--- config.mk ---
export PLATFORM = sky130hd
export DESIGN_NAME = fetch2
export DESIGN_NICKNAME = d
export VERILOG_FILES = /design/src/rtl/fetch2_pkg.sv /design/src/rtl/fetch_fifo.sv /design/src/rtl/fetch2.sv
export SDC_FILE = /design/constraint.sdc
export NUM_CORES = 1
export LEC_CHECK = 0
export ABC_AREA = 0
export CORE_MARGIN = 3
export CORE_UTILIZATION = 51
export CTS_CLUSTER_SIZE = 16
export DETAILED_ROUTE_END_ITERATION = 10
export PLACE_DENSITY = 0.73
export SYNTH_ARGS = -nofsm -noshare
export SYNTH_HDL_FRONTEND = slang
export SYNTH_HIERARCHICAL = 1
export SYNTH_SLANG_ARGS = --single-unit
export TNS_END_PERCENT = 20
--- constraint.sdc ---
create_clock -name clk -period 25 [get_ports clk]
set_clock_uncertainty 0.1 [all_clocks]
set_input_delay 3.75 -clock clk [delete_from_list [all_inputs] [get_ports clk]]
set_output_delay 3.75 -clock clk [all_outputs]
set_load 0.05 [all_outputs]
--- src/rtl/fetch2_pkg.sv ---
// fetch2_pkg: shared types and default sizes for the second fetch stage.
//   addr_t / word_t  : 32-bit address and instruction word (same shape as
//                      the common header types)
//   fetch_entry_t    : {pc, instr} pair held in the instruction queue
//   *_DEFAULT        : default queue depths for fetch2
package fetch2_pkg;

    typedef logic [31:0] addr_t;
    typedef logic [31:0] word_t;

    typedef struct packed {
        addr_t pc;
        word_t instr;
    } fetch_entry_t;

    localparam int IQ_DEPTH_DEFAULT   = 8;
    localparam int PEND_DEPTH_DEFAULT = 4;

endpackage

--- src/rtl/fetch_fifo.sv ---
// fetch_fifo: generic synchronous circular FIFO.
//   clk, resetn   : clock, synchronous active-low reset
//   clear         : drop all contents (pointers and count return to 0)
//   push/push_data: write one entry at the tail
//   pop           : release the head entry
//   head          : current head entry (combinational read)
//   count         : number of stored entries, 0..DEPTH
//   empty / full  : count==0 / count==DEPTH
// Push and pop together are legal at any fill level; when full, the pop
// frees the slot the push lands in. DEPTH must be a power of 2 so the
// pointers wrap by plain overflow.
module fetch_fifo
    import fetch2_pkg::*;
#(
    parameter int  DEPTH = 4,
    parameter type T     = logic [31:0]
) (
    input  logic                   clk,
    input  logic                   resetn,
    input  logic                   clear,
    input  logic                   push,
    input  T                       push_data,
    input  logic                   pop,
    output T                       head,
    output logic [$clog2(DEPTH):0] count,
    output logic                   empty,
    output logic                   full
);

    localparam int PW = $clog2(DEPTH);
    localparam logic [PW:0] FULL_CNT = (PW+1)'(DEPTH);

    T              mem [DEPTH];
    logic [PW-1:0] rd_ptr;
    logic [PW-1:0] wr_ptr;
    logic          do_push;
    logic          do_pop;

    assign empty   = (count == '0);
    assign full    = (count == FULL_CNT);
    assign do_pop  = pop & ~empty;
    assign do_push = push & (~full | do_pop);
    assign head    = mem[rd_ptr];

    always_ff @(posedge clk) begin
        if (!resetn || clear) begin
            rd_ptr <= '0;
            wr_ptr <= '0;
            count  <= '0;
        end else begin
            if (do_push) wr_ptr <= wr_ptr + 1'b1;
            if (do_pop)  rd_ptr <= rd_ptr + 1'b1;
            case ({do_push, do_pop})
                2'b10:   count <= count + 1'b1;
                2'b01:   count <= count - 1'b1;
                default: count <= count;
            endcase
        end
    end

    // Storage has no reset; readers qualify head with a non-zero count.
    always_ff @(posedge clk) begin
        if (do_push && !clear) mem[wr_ptr] <= push_data;
    end

    always @(posedge clk) begin
        if (resetn && !clear) begin
            assert (!(push && full && !pop))
                else $error("fetch_fifo: push while full");
            assert (!(pop && empty))
                else $error("fetch_fifo: pop while empty");
        end
    end

endmodule

--- src/rtl/fetch2.sv ---
// fetch2: second fetch stage. Pairs each instruction-bus response with the
// PC of the request that produced it and queues {pc, instr} for decode.
//   clk, resetn          : clock, synchronous active-low reset
//   req_pc, req_fire     : request accepted by fetch1 this cycle and its PC
//   resp_data_ok/_data   : instruction word returned by the bus
//   flush                : redirect; old-path queue and responses discarded
//   queue_full           : credit stall back to fetch1
//   out_valid/_pc/_instr : head of the instruction queue
//   out_ready            : decode consumes the head
// Build option FETCH2_BYPASS_EN: a live response arriving at an empty queue
// is presented on out_* in the same cycle (and skips the queue if taken).
// Without it, out_* depend only on registers.
module fetch2
    import fetch2_pkg::*;
#(
    parameter int IQ_DEPTH   = IQ_DEPTH_DEFAULT,
    parameter int PEND_DEPTH = PEND_DEPTH_DEFAULT
) (
    input  logic  clk,
    input  logic  resetn,
    input  addr_t req_pc,
    input  logic  req_fire,
    input  logic  resp_data_ok,
    input  word_t resp_data,
    input  logic  flush,
    output logic  queue_full,
    output logic  out_valid,
    output addr_t out_pc,
    output word_t out_instr,
    input  logic  out_ready
);

    localparam int IQW = $clog2(IQ_DEPTH) + 1;
    localparam int PDW = $clog2(PEND_DEPTH) + 1;
    localparam int SW  = $clog2(IQ_DEPTH + 2*PEND_DEPTH) + 1;

    logic [IQW-1:0] iq_count;
    logic [PDW-1:0] pend_cnt;
    logic [PDW-1:0] discard_cnt;
    logic [PDW-1:0] discard_nxt;
    logic [SW-1:0]  flush_sum;
    logic [SW-1:0]  pend_used;
    logic [SW-1:0]  credit_used;

    addr_t          pend_head;
    fetch_entry_t   iq_head;
    fetch_entry_t   iq_wdata;
    logic           pend_empty, pend_full;
    logic           iq_empty, iq_full;
    logic           resp_live, resp_drop, resp_taken;
    logic           pend_push, pend_pop;
    logic           iq_push, iq_pop;
    logic           bypass_take;

    // A response belongs to the old path while discard_cnt is non-zero.
    // One with nothing outstanding at all is a bus protocol error and is
    // treated as if it never happened.
    assign resp_drop  = resp_data_ok & (discard_cnt != '0);
    assign resp_live  = resp_data_ok & (discard_cnt == '0) & ~pend_empty;
    assign resp_taken = resp_drop | resp_live;

    assign pend_push  = req_fire & ~flush;
    assign pend_pop   = resp_live & ~flush;
    assign iq_wdata   = '{pc: pend_head, instr: resp_data};

    fetch_fifo #(.DEPTH(PEND_DEPTH), .T(addr_t)) u_pend (
        .clk       (clk),
        .resetn    (resetn),
        .clear     (flush),
        .push      (pend_push),
        .push_data (req_pc),
        .pop       (pend_pop),
        .head      (pend_head),
        .count     (pend_cnt),
        .empty     (pend_empty),
        .full      (pend_full)
    );

`ifdef FETCH2_BYPASS_EN
    logic bypass_hit;
    assign bypass_hit  = resp_live & iq_empty & ~flush;
    assign bypass_take = bypass_hit & out_ready;
    assign out_valid   = ~iq_empty | bypass_hit;
    assign out_pc      = ~iq_empty ? iq_head.pc    : (bypass_hit ? pend_head : '0);
    assign out_instr   = ~iq_empty ? iq_head.instr : (bypass_hit ? resp_data : '0);
`else
    assign bypass_take = 1'b0;
    assign out_valid   = ~iq_empty;
    // Zero while empty so stale storage never shows on the outputs.
    assign out_pc      = out_valid ? iq_head.pc    : '0;
    assign out_instr   = out_valid ? iq_head.instr : '0;
`endif

    assign iq_push = resp_live & ~flush & ~bypass_take;
    assign iq_pop  = out_ready & ~iq_empty & ~flush;

    fetch_fifo #(.DEPTH(IQ_DEPTH), .T(fetch_entry_t)) u_iq (
        .clk       (clk),
        .resetn    (resetn),
        .clear     (flush),
        .push      (iq_push),
        .push_data (iq_wdata),
        .pop       (iq_pop),
        .head      (iq_head),
        .count     (iq_count),
        .empty     (iq_empty),
        .full      (iq_full)
    );

    // On flush every pending request, plus one firing in the same cycle,
    // becomes a response to throw away; a response taken in that cycle
    // already accounts for one of them.
    always_comb begin
        flush_sum   = SW'(discard_cnt) + SW'(pend_cnt) + SW'(req_fire);
        discard_nxt = discard_cnt;
        if (flush) begin
            discard_nxt = PDW'(flush_sum - SW'(resp_taken));
        end else if (resp_drop) begin
            discard_nxt = discard_cnt - 1'b1;
        end
    end

    always_ff @(posedge clk) begin
        if (!resetn) begin
            discard_cnt <= '0;
        end else begin
            discard_cnt <= discard_nxt;
        end
    end

    // Every request in flight (live or to be discarded) holds a queue slot,
    // so a response can always be written without a stall path to the bus.
    assign pend_used   = SW'(pend_cnt) + SW'(discard_cnt);
    assign credit_used = SW'(iq_count) + pend_used;
    assign queue_full  = (credit_used >= SW'(IQ_DEPTH)) |
                         (pend_used == SW'(PEND_DEPTH));

    always @(posedge clk) begin
        if (resetn) begin
            assert (!(resp_data_ok && pend_empty && discard_cnt == '0))
                else $warning("fetch2: stray response with nothing outstanding ignored");
            assert (!(iq_push && iq_full && !iq_pop))
                else $error("fetch2: instruction queue push while full");
            assert (!(pend_push && pend_full))
                else $error("fetch2: pending PC queue overflow");
            assert (!(flush && (flush_sum < SW'(resp_taken))))
                else $error("fetch2: discard count underflow");
            assert (!(flush && (flush_sum - SW'(resp_taken) > SW'(PEND_DEPTH))))
                else $error("fetch2: discard count exceeds pending depth");
        end
    end

endmodule
==> results of run 1 <==
[state kept, by name, indices dropped and copies added, names as in the netlist, named ones only]
| signal | flops |
|---|---|
| u_iq/wr_ptr | 3 |
| u_iq/rd_ptr | 3 |
| discard_cnt | 3 |
| u_pend/wr_ptr | 2 |
| u_pend/rd_ptr | 2 |
| u_iq/mem | 512 |
| u_iq/count | 4 |
| u_pend/count | 3 |
| u_pend/mem | 128 |
[critical path, delay by kind of cell, from the launching register on]
kind,cells,cell delay (ns)
buffers and inverters,2,1.71
DFF,1,1.03
and+or+nand+nor,1,0.18
muxes,2,0.93
[routing by layer]
layer  share of wire  global-route usage  wire (um)  vias to the layer above
li1                -                   -          -                     5207
met1            0.42               0.260      20700                     6279
met2            0.51               0.316      25000                      324
met3           0.057              0.0380       2810                       56
met4           0.017              0.0534        827                        0
met5               0                   0          0                        -
[how the worst max path moves through the flow]
| stage | endpoint | cells past startpoint | start | slack (ns) |
|---|---|---|---|---|
| global route | out_pc[16] | 5 | flop | 16.28 |
| detailed placement | out_pc[16] | 5 | flop | 17.21 |
| floorplan | u_iq/mem[0][0]$_DFFE_PP_ | 5 | resp_data_ok | 13.07 |
| global placement | out_pc[16] | 5 | flop | 17.23 |
| CTS | out_pc[16] | 5 | flop | 16.50 |
| finish | out_pc[16] | 5 | flop | 16.67 |
[through the flow]
step | hold slack, ns | utilization | instances
6_report | 0.427 | 0.603 | 2077
5_1_grt | 0.463 | 0.603 | 2076
4_1_cts | 0.437 | 0.603 | 2076
3_5_place_dp | 0.422 | 0.560 | 1954
3_3_place_gp | 0.404 | 0.560 | 1954
2_1_floorplan | 0.385 | - | 1186
[final cells by class]
| cell class | instances | area (um2) |
|---|---|---|
| multi-input cells | 446 | 6000 |
| fillers | 3507 | 20000 |
| clock inverters | 40 | 402 |
| repair buffers | 155 | 1500 |
| well taps | 672 | 841 |
| clock buffers | 82 | 1780 |
| diodes | 1 | 2.50 |
| inverters | 16 | 60.1 |
| flip-flops and latches | 665 | 19700 |
[power groups by stage]
stage / logic [uW] / registers [uW] / clock network [uW]
after global routing: 60.9 / 1220 / 1050
after global placement: 51.6 / 1250 / 0
final: 53.5 / 1220 / 982
after detailed placement: 54.3 / 1250 / 0
after CTS: 54.6 / 1220 / 1010
after floorplan: 27.6 / 1250 / 0
==> results.py, run 1 <==
metrics = {
    "global_route": {
        "grt_usage": 0.190,
        "grt_max_degree": 75,
        "antenna_found_initial": 0,
        "grt_overflow": 0,
        "grt_pass1_wl_mm": 76.9,
        "grt_pass1_vias": 12700,
    },
    "cells_and_area": {
        "final_nets": 1446,
        "final_common_cell": "edfxtp_1",
        "layout_common_cells": "640 x edfxtp_1, 160 x mux4_2, 135 x clkdlybuf4s50_1",
        "area_growth_syn_to_layout_pct": 16.3,
        "drive_gt1_frac": 0.261,
        "final_area_um2": 30300,
    },
    "cts": {
        "cts_buffers": 68,
        "clock_path_buffers": 3,
        "cts_setup_buffers": 0,
        "cts-root-buf": "clkbuf_16",
        "clock-sinks": 665,
        "path_clk_slew_ns": 0.06,
        "cts_tree": "built",
        "clk-insertion-delay-late_ns": 0.59,
        "holdBufCountCts": 0,
        "cts_resized": 0,
        "cts_max_level": 3,
    },
    "setup_path": {
        "r2r-start": "u_iq/count[1]$_SDFFE_PP0P_",
        "cpMaxStageDelayCell": "dfxtp_4",
        "rr_endpoint": "u_iq/mem[2][25]$_DFFE_PP_",
        "startpoint_type": "flop",
        "r2r_slack_ns": 21.19,
        "worst-r2r-cell-count": 8,
        "crit_type": "reg -> out",
        "worstPathRequired_ns": 21.15,
        "cp_slowest_stage_delay_ns": 1.03,
        "path_cells": "buf_4, mux4_2, mux2_2, nor2b_1, clkdlybuf4s50_1",
        "cp-end-kind": "output port",
        "crit_fanout": 52,
        "worst-endpoint-arrival_ns": 4.48,
    },
    "floorplanning": {
        "core_um2": 50300,
        "row_count": 82,
        "ios": 136,
        "fp.dieW_um": 232,
        "die_h_um": 232,
        "start_util": 0.518,
        "die_area_um2": 53900,
    },
    "place": {
        "hpwl_mm": 26.5,
        "detailedPlace.worstSlack_ns": 17.21,
        "postPlaceCellArea_um2": 28100,
        "portBuffers": 135,
        "place.gp.congestion": 0.735,
    },
    "drt": {
        "drt.antenna.violating_nets": 0,
        "via_count": 11900,
        "viasPerCell": 5.71,
        "dr.pass1.iters": 5,
        "routed_wl_mm": 49.3,
        "drtIter0Drc": 894,
        "avgRoutedWirePerCell_um": 23.8,
        "drc_errors": 0,
    },
    "synth": {
        "yosys_warnings": 6,
        "synth_area_um2": 26100,
        "synth_nets": 1280,
        "syn_avg_cell_area_um2": 22.0,
        "synth_cells": 1186,
    },
    "pwr": {
        "power_density_nw_per_um2": 74.5,
        "p_sw_frac": 0.192,
        "power_uw": 2260,
        "power_frac_clock": 0.435,
        "vdd_drop_max_mv": 0.0404,
        "pwr-share-seq": 0.542,
        "power_leakage_uw": 0.00931,
        "power.internal_uw": 1820,
        "p_sw_uw": 433,
        "comb_power_share": 0.024,
    },
    "timing": {
        "finalSetupViolCount": 0,
        "finalSetupTns_ns": 0,
        "finalCritPeriodShare": 0.333,
        "hold_viol": 0,
        "slew_headroom": 0.237,
        "tightestPinTransition_ns": 1.14,
        "postLayoutSetupSlackWorst_ns": 16.67,
        "post-route-min-period_ns": 8.33,
        "slew_violations": 0,
        "max_freq_mhz": 120,
        "rsz0062_at_grt": "false",
    },
    "hold_path": {
        "min-delay-path-class": "reg -> reg",
        "min-delay-start": "u_pend/wr_ptr[1]$_SDFFE_PP0N_",
        "hold_path_depth": 2,
        "holdPathEnd": "u_pend/wr_ptr[1]$_SDFFE_PP0N_",
    },
    "outcome": {
        "status": "finished clean",
    },
    "job": {
        "cap_violations": 0,
    },
}
No activity file was read; power rests on OpenSTA's default activity.
==> run 2: changes to the inputs <==
Clock period 25 ns to 7.9 ns, I/O delays scaled along.
==> run 2 against run 1 <==
Against the previous run:
- final area fell by 0.90%
- largest cell class unchanged
- critical path type unchanged
- power rose to 3.0 times the previous value
- critical endpoint is now out_pc[12]
- via count fell by 0.51%
- count of clock-buffer cells in the layout fell by 11
- clock power rose to 2.8 times the previous value
- register-to-register slack got worse by 18 ns
==> results.py, run 2 (synthesized netlist as in run 1, its figures left out) <==
metrics = {
    "outcome": {
        "status": "finished clean",
    },
    "global_route": {
        "grt.met2_usage": 0.304,
        "grtUsageMet3": 0.0345,
        "grt_usage": 0.182,
        "grt.busiest_layer": "met2",
        "antenna_found_initial": 3,
        "grt_pass1_vias": 12600,
        "use_met1": 0.251,
        "grt_pass1_wl_mm": 74.5,
        "grt_max_degree": 98,
        "grt_overflow": 0,
    },
    "timing": {
        "slew_headroom": 0.241,
        "max_freq_mhz": 189,
        "tightestPinTransition_ns": 1.14,
        "hold_ws_ns": 0.431,
        "finalCritPeriodShare": 0.671,
        "rsz0062_at_grt": "false",
        "hold_viol": 0,
        "postLayoutSetupSlackWorst_ns": 2.60,
        "post-route-min-period_ns": 5.30,
        "finalSetupViolCount": 0,
        "finalSetupTns_ns": 0,
        "slew_violations": 0,
    },
    "cts": {
        "cts-root-buf": "clkbuf_16",
        "clk-insertion-delay-late_ns": 0.61,
        "holdBufCountCts": 0,
        "cts_max_level": 2,
        "path_clk_slew_ns": 0.06,
        "cts_tree": "built",
        "cts_setup_buffers": 0,
        "clock_path_buffers": 3,
        "cts_resized": 0,
        "clock-sinks": 665,
        "cts_buffers": 60,
    },
    "setup_path": {
        "crit_buf_inv": 2,
        "crit_family": "buffers and inverters",
        "path_cells": "buf_12, mux4_2, mux2_2, nor2b_1, clkdlybuf4s50_1",
        "worst-r2r-cell-count": 9,
        "cp_slowest_stage_delay_ns": 0.78,
        "startpoint_type": "flop",
        "cp.depth": 5,
        "cp-end-kind": "output port",
        "crit_fanout": 97,
        "worst-endpoint-arrival_ns": 4.02,
        "crit_type": "reg -> out",
        "r2r-start": "u_iq/count[1]$_SDFFE_PP0P_",
        "worstPathRequired_ns": 6.61,
        "r2r_slack_ns": 3.45,
        "rr_endpoint": "u_iq/mem[3][32]$_DFFE_PP_",
        "cpMaxStageDelayCell": "dfxtp_4",
    },
    "drt": {
        "dr.pass1.iters": 5,
        "viasPerCell": 5.72,
        "drc_errors": 0,
        "via_count": 11800,
        "drt.antenna.violating_nets": 0,
        "routed_wl_mm": 47.9,
        "drtIter0Drc": 958,
        "avgRoutedWirePerCell_um": 23.2,
    },
    "hold_path": {
        "hold_path_depth": 2,
        "min-delay-path-class": "reg -> reg",
        "min-delay-start": "u_iq/rd_ptr[2]$_SDFFE_PP0N_",
    },
    "floorplanning": {
        "ios": 136,
        "core_um2": 50300,
        "fp.dieW_um": 232,
        "die_area_um2": 53900,
        "start_util": 0.518,
        "die_h_um": 232,
        "row_count": 82,
    },
    "cells_and_area": {
        "top_regs": "u_iq/mem: 512 flops, u_pend/mem: 128 flops, u_iq/count: 4 flops",
        "final_common_cell": "edfxtp_1",
        "drive_gt1_frac": 0.253,
        "largest-register": "u_iq/mem",
        "layout_common_cells": "640 x edfxtp_1, 160 x mux4_2, 135 x clkdlybuf4s50_1",
        "largest_register_ffs": 512,
        "final_nets": 1436,
        "area_growth_syn_to_layout_pct": 15.3,
    },
    "pwr": {
        "power_density_nw_per_um2": 226,
        "power_leakage_uw": 0.00917,
        "vdd_drop_max_mv": 0.181,
        "power_uw": 6800,
    },
    "place": {
        "hpwl_mm": 26.7,
        "place.gp.congestion": 0.730,
        "detailedPlace.worstSlack_ns": 2.94,
        "portBuffers": 135,
    },
    "job": {
        "cap_violations": 0,
    },
}
-- run 2: worst max-delay path by stage --
| stage | endpoint | start |
|---|---|---|
| CTS | out_pc[12] | flop |
| finish | out_pc[12] | flop |
| detailed placement | u_iq/mem[6][56]$_DFFE_PP_ | flush |
| floorplan | u_iq/mem[2][0]$_DFFE_PP_ | u_iq/count[1]$_SDFFE_PP0P_ |
| global route | out_pc[21] | flop |
| global placement | u_iq/mem[6][50]$_DFFE_PP_ | flush |
-- run 2: layout make-up --
class / instances / area [um2]
Multi-Input combinational cell: 446 / 6010
Inverter: 16 / 60.1
Clock inverter: 39 / 320
Antenna cell: 1 / 2.50
Sequential cell: 665 / 19700
Clock buffer: 71 / 1560
Tap cell: 672 / 841
Timing Repair Buffer: 153 / 1510
Fill cell: 3529 / 20200
-- run 2: through the flow --
step	cell area [um2]	instances	utilization
2_1_floorplan	26100	1186	-
3_3_place_gp	28200	1952	0.560
3_5_place_dp	28200	1952	0.560
4_1_cts	30000	2062	0.598
5_1_grt	30000	2063	0.598
6_report	30000	2063	0.598
-- run 2: where the power goes --
part,internal [uW],total (uW),switching (uW)
clock,1570,2760,1190
sequential,3860,3870,7.38
combinational,75.6,174,98.1
-- run 2: worst reg2reg max path: cells and delay by family, from the launching register on --
kind / cells / cell delay (ns)
simple gates: 5 / 1.59
buf+inv: 3 / 1.33
compound gates: 1 / 0.64
flops: 1 / 0.41
-- run 2: routing by layer --
metal,part of all wire,wire length (um)
met5,0.00056,27
met4,0.018,875
met3,0.054,2590
met2,0.51,24400
met1,0.42,20000
==> run 3: changes to the inputs <==
Clock period 7.9 ns to 4.9 ns, I/O delays scaled along.
==> run 3 against run 2 <==
Against the previous run:
- sequential share of layout area down 0.72 points
- count of clock-buffer cells in the layout increased by 19
- non-clock buffer count up 5
- final cell count grew 0.48%
==> results.py, run 3 (synthesized netlist as in run 1, its figures left out) <==
metrics = {
    "outcome": {
        "status": "finished clean",
    },
    "timing": {
        "max_freq_mhz": 226,
        "tightestPinTransition_ns": 1.22,
        "post-route-min-period_ns": 4.43,
        "finalSetupViolCount": 0,
        "finalCritPeriodShare": 0.904,
        "hold_viol": 0,
        "slew_headroom": 0.188,
        "slew_violations": 0,
        "rsz0062_at_grt": "false",
    },
    "global_route": {
        "grt_pass1_wl_mm": 74.9,
        "grt_overflow": 0,
        "grt_usage": 0.185,
        "grt_pass1_vias": 12500,
        "antenna_found_initial": 0,
        "grt_max_degree": 76,
    },
    "cells_and_area": {
        "final_nets": 1447,
        "n_antenna_cell": 0,
        "fin_cells": 2073,
        "largest-register": "u_iq/mem",
        "area_growth_syn_to_layout_pct": 16.6,
        "layout_common_cells": "640 x edfxtp_1, 160 x mux4_2, 135 x clkdlybuf4s50_1",
        "register_area_um2": 19700,
        "utilization": 0.604,
        "final_common_cell": "edfxtp_1",
        "multi_input_area_um2": 6040,
        "drive_gt1_frac": 0.254,
        "nFillCells": 3452,
        "largest_register_ffs": 512,
        "top_regs": "u_iq/mem: 512 flops, u_pend/mem: 128 flops, u_iq/count: 4 flops",
    },
    "pwr": {
        "power_leakage_uw": 0.00929,
        "power_density_nw_per_um2": 370,
        "vdd_drop_max_mv": 0.291,
    },
    "cts": {
        "holdBufCountCts": 0,
        "path_clk_slew_ns": 0.06,
        "cts_resized": 0,
        "clock_path_buffers": 3,
        "cts_max_level": 3,
        "clock-sinks": 665,
        "cts_buffers": 66,
        "clk-insertion-delay-late_ns": 0.56,
        "cts-root-buf": "clkbuf_16",
        "cts_tree": "built",
        "cts_setup_buffers": 0,
    },
    "floorplanning": {
        "die_h_um": 232,
        "die_area_um2": 53900,
        "row_count": 82,
        "core_um2": 50300,
        "start_util": 0.518,
        "ios": 136,
        "fp.dieW_um": 232,
    },
    "setup_path": {
        "rr_endpoint": "u_iq/mem[6][30]$_DFFE_PP_",
        "cp-endpoint": "queue_full",
        "crit_buf_inv": 1,
        "startpoint_type": "flop",
        "cpMaxStageDelayCell": "clkdlybuf4s50_1",
        "worstPathRequired_ns": 4.07,
        "worstSetupStartpoint": "u_pend/count[0]$_SDFFE_PP0P_",
        "path_cells": "ha_1, fa_1, ha_1, a21o_1, and4b_1, o221ai_1, clkdlybuf4s50_1",
        "crit_type": "reg -> out",
        "cp_slowest_stage_delay_ns": 0.84,
        "worst-r2r-cell-count": 8,
        "crit_fanout": 9,
        "r2r_slack_ns": 1.39,
        "cp-end-kind": "output port",
        "crit_family": "adder cells",
        "worst-endpoint-arrival_ns": 3.59,
        "r2r-start": "u_iq/count[1]$_SDFFE_PP0P_",
        "cp.depth": 7,
        "path_common_cell": "ha_1",
    },
    "place": {
        "hpwl_mm": 27.5,
        "post-place-cells": 1957,
        "place.gp.congestion": 0.759,
        "portBuffers": 135,
    },
    "hold_path": {
        "min-delay-path-class": "reg -> reg",
    },
    "drt": {
        "drt.antenna.violating_nets": 0,
        "avgRoutedWirePerCell_um": 23.5,
        "viasPerCell": 5.73,
        "dr.pass1.iters": 5,
        "routed_wl_mm": 48.6,
        "drc_errors": 0,
        "drtIter0Drc": 1027,
        "via_count": 11900,
    },
    "job": {
        "cap_violations": 0,
    },
}
run 3: changes by cell type in the layout (fill, tap and decap cells not counted), moves of 5 or more:
cell / delta
buf_12: +10
buf_4: -5
clkbuf_1: +8
clkbuf_16: +10
clkinv_2: -7
run 3: worst min-delay path by stage:
stage / from / to / slack, ns / cells after the start
2_1_floorplan: u_iq/rd_ptr[2]$_SDFFE_PP0N_ / flop / 0.38 / 2
3_3_place_gp: u_iq/rd_ptr[2]$_SDFFE_PP0N_ / flop / 0.41 / 2
3_5_place_dp: u_iq/rd_ptr[2]$_SDFFE_PP0N_ / flop / 0.41 / 2
4_1_cts: u_iq/rd_ptr[2]$_SDFFE_PP0N_ / flop / 0.42 / 2
5_1_grt: u_iq/rd_ptr[2]$_SDFFE_PP0N_ / flop / 0.46 / 2
6_report: u_iq/rd_ptr[2]$_SDFFE_PP0N_ / flop / 0.42 / 2
run 3: power breakdown:
group          switching (uW)  total, uW  internal [uW]
clock network            1980       4730           2760
registers                12.3       6240           6230
logic                     160        282            121
total                    2150      11300           9100
run 3: layout make-up:
type,instances,share of cell area
Sequential cell,665,0.650
Clock inverter,26,0.00572
Timing Repair Buffer,158,0.0551
Clock buffer,90,0.0612
Inverter,16,0.00198
Tap cell,672,0.0277
Multi-Input combinational cell,446,0.199
run 3: layer usage:
| metal | up-vias | GRT usage | wire [um] |
|---|---|---|---|
| li1 | 5214 | - | - |
| met1 | 6248 | 0.256 | 20300 |
| met2 | 337 | 0.306 | 24700 |
| met3 | 72 | 0.0287 | 2410 |
| met4 | 0 | 0.0595 | 1200 |
| met5 | - | 0 | 0 |
run 3: metrics by stage:
step                      worst slack, ns  area, um2  setup TNS [ns]  hold WS (ns)  total power [uW]
after floorplan                    -0.528      26100         -143.13         0.385              6500
after global placement               1.08      28300               0         0.411              6630
after detailed placement             1.01      28300               0         0.407              6640
after CTS                           0.448      30400               0         0.422             11400
after global routing                0.333      30400               0         0.465             11600
final                               0.472      30400               0         0.425             11300
run 3: worst min-delay path, stage by stage, from the launching register on:
cell     delay, ns
dfxtp_1       0.32
xor2_1        0.07
nor2_1        0.09
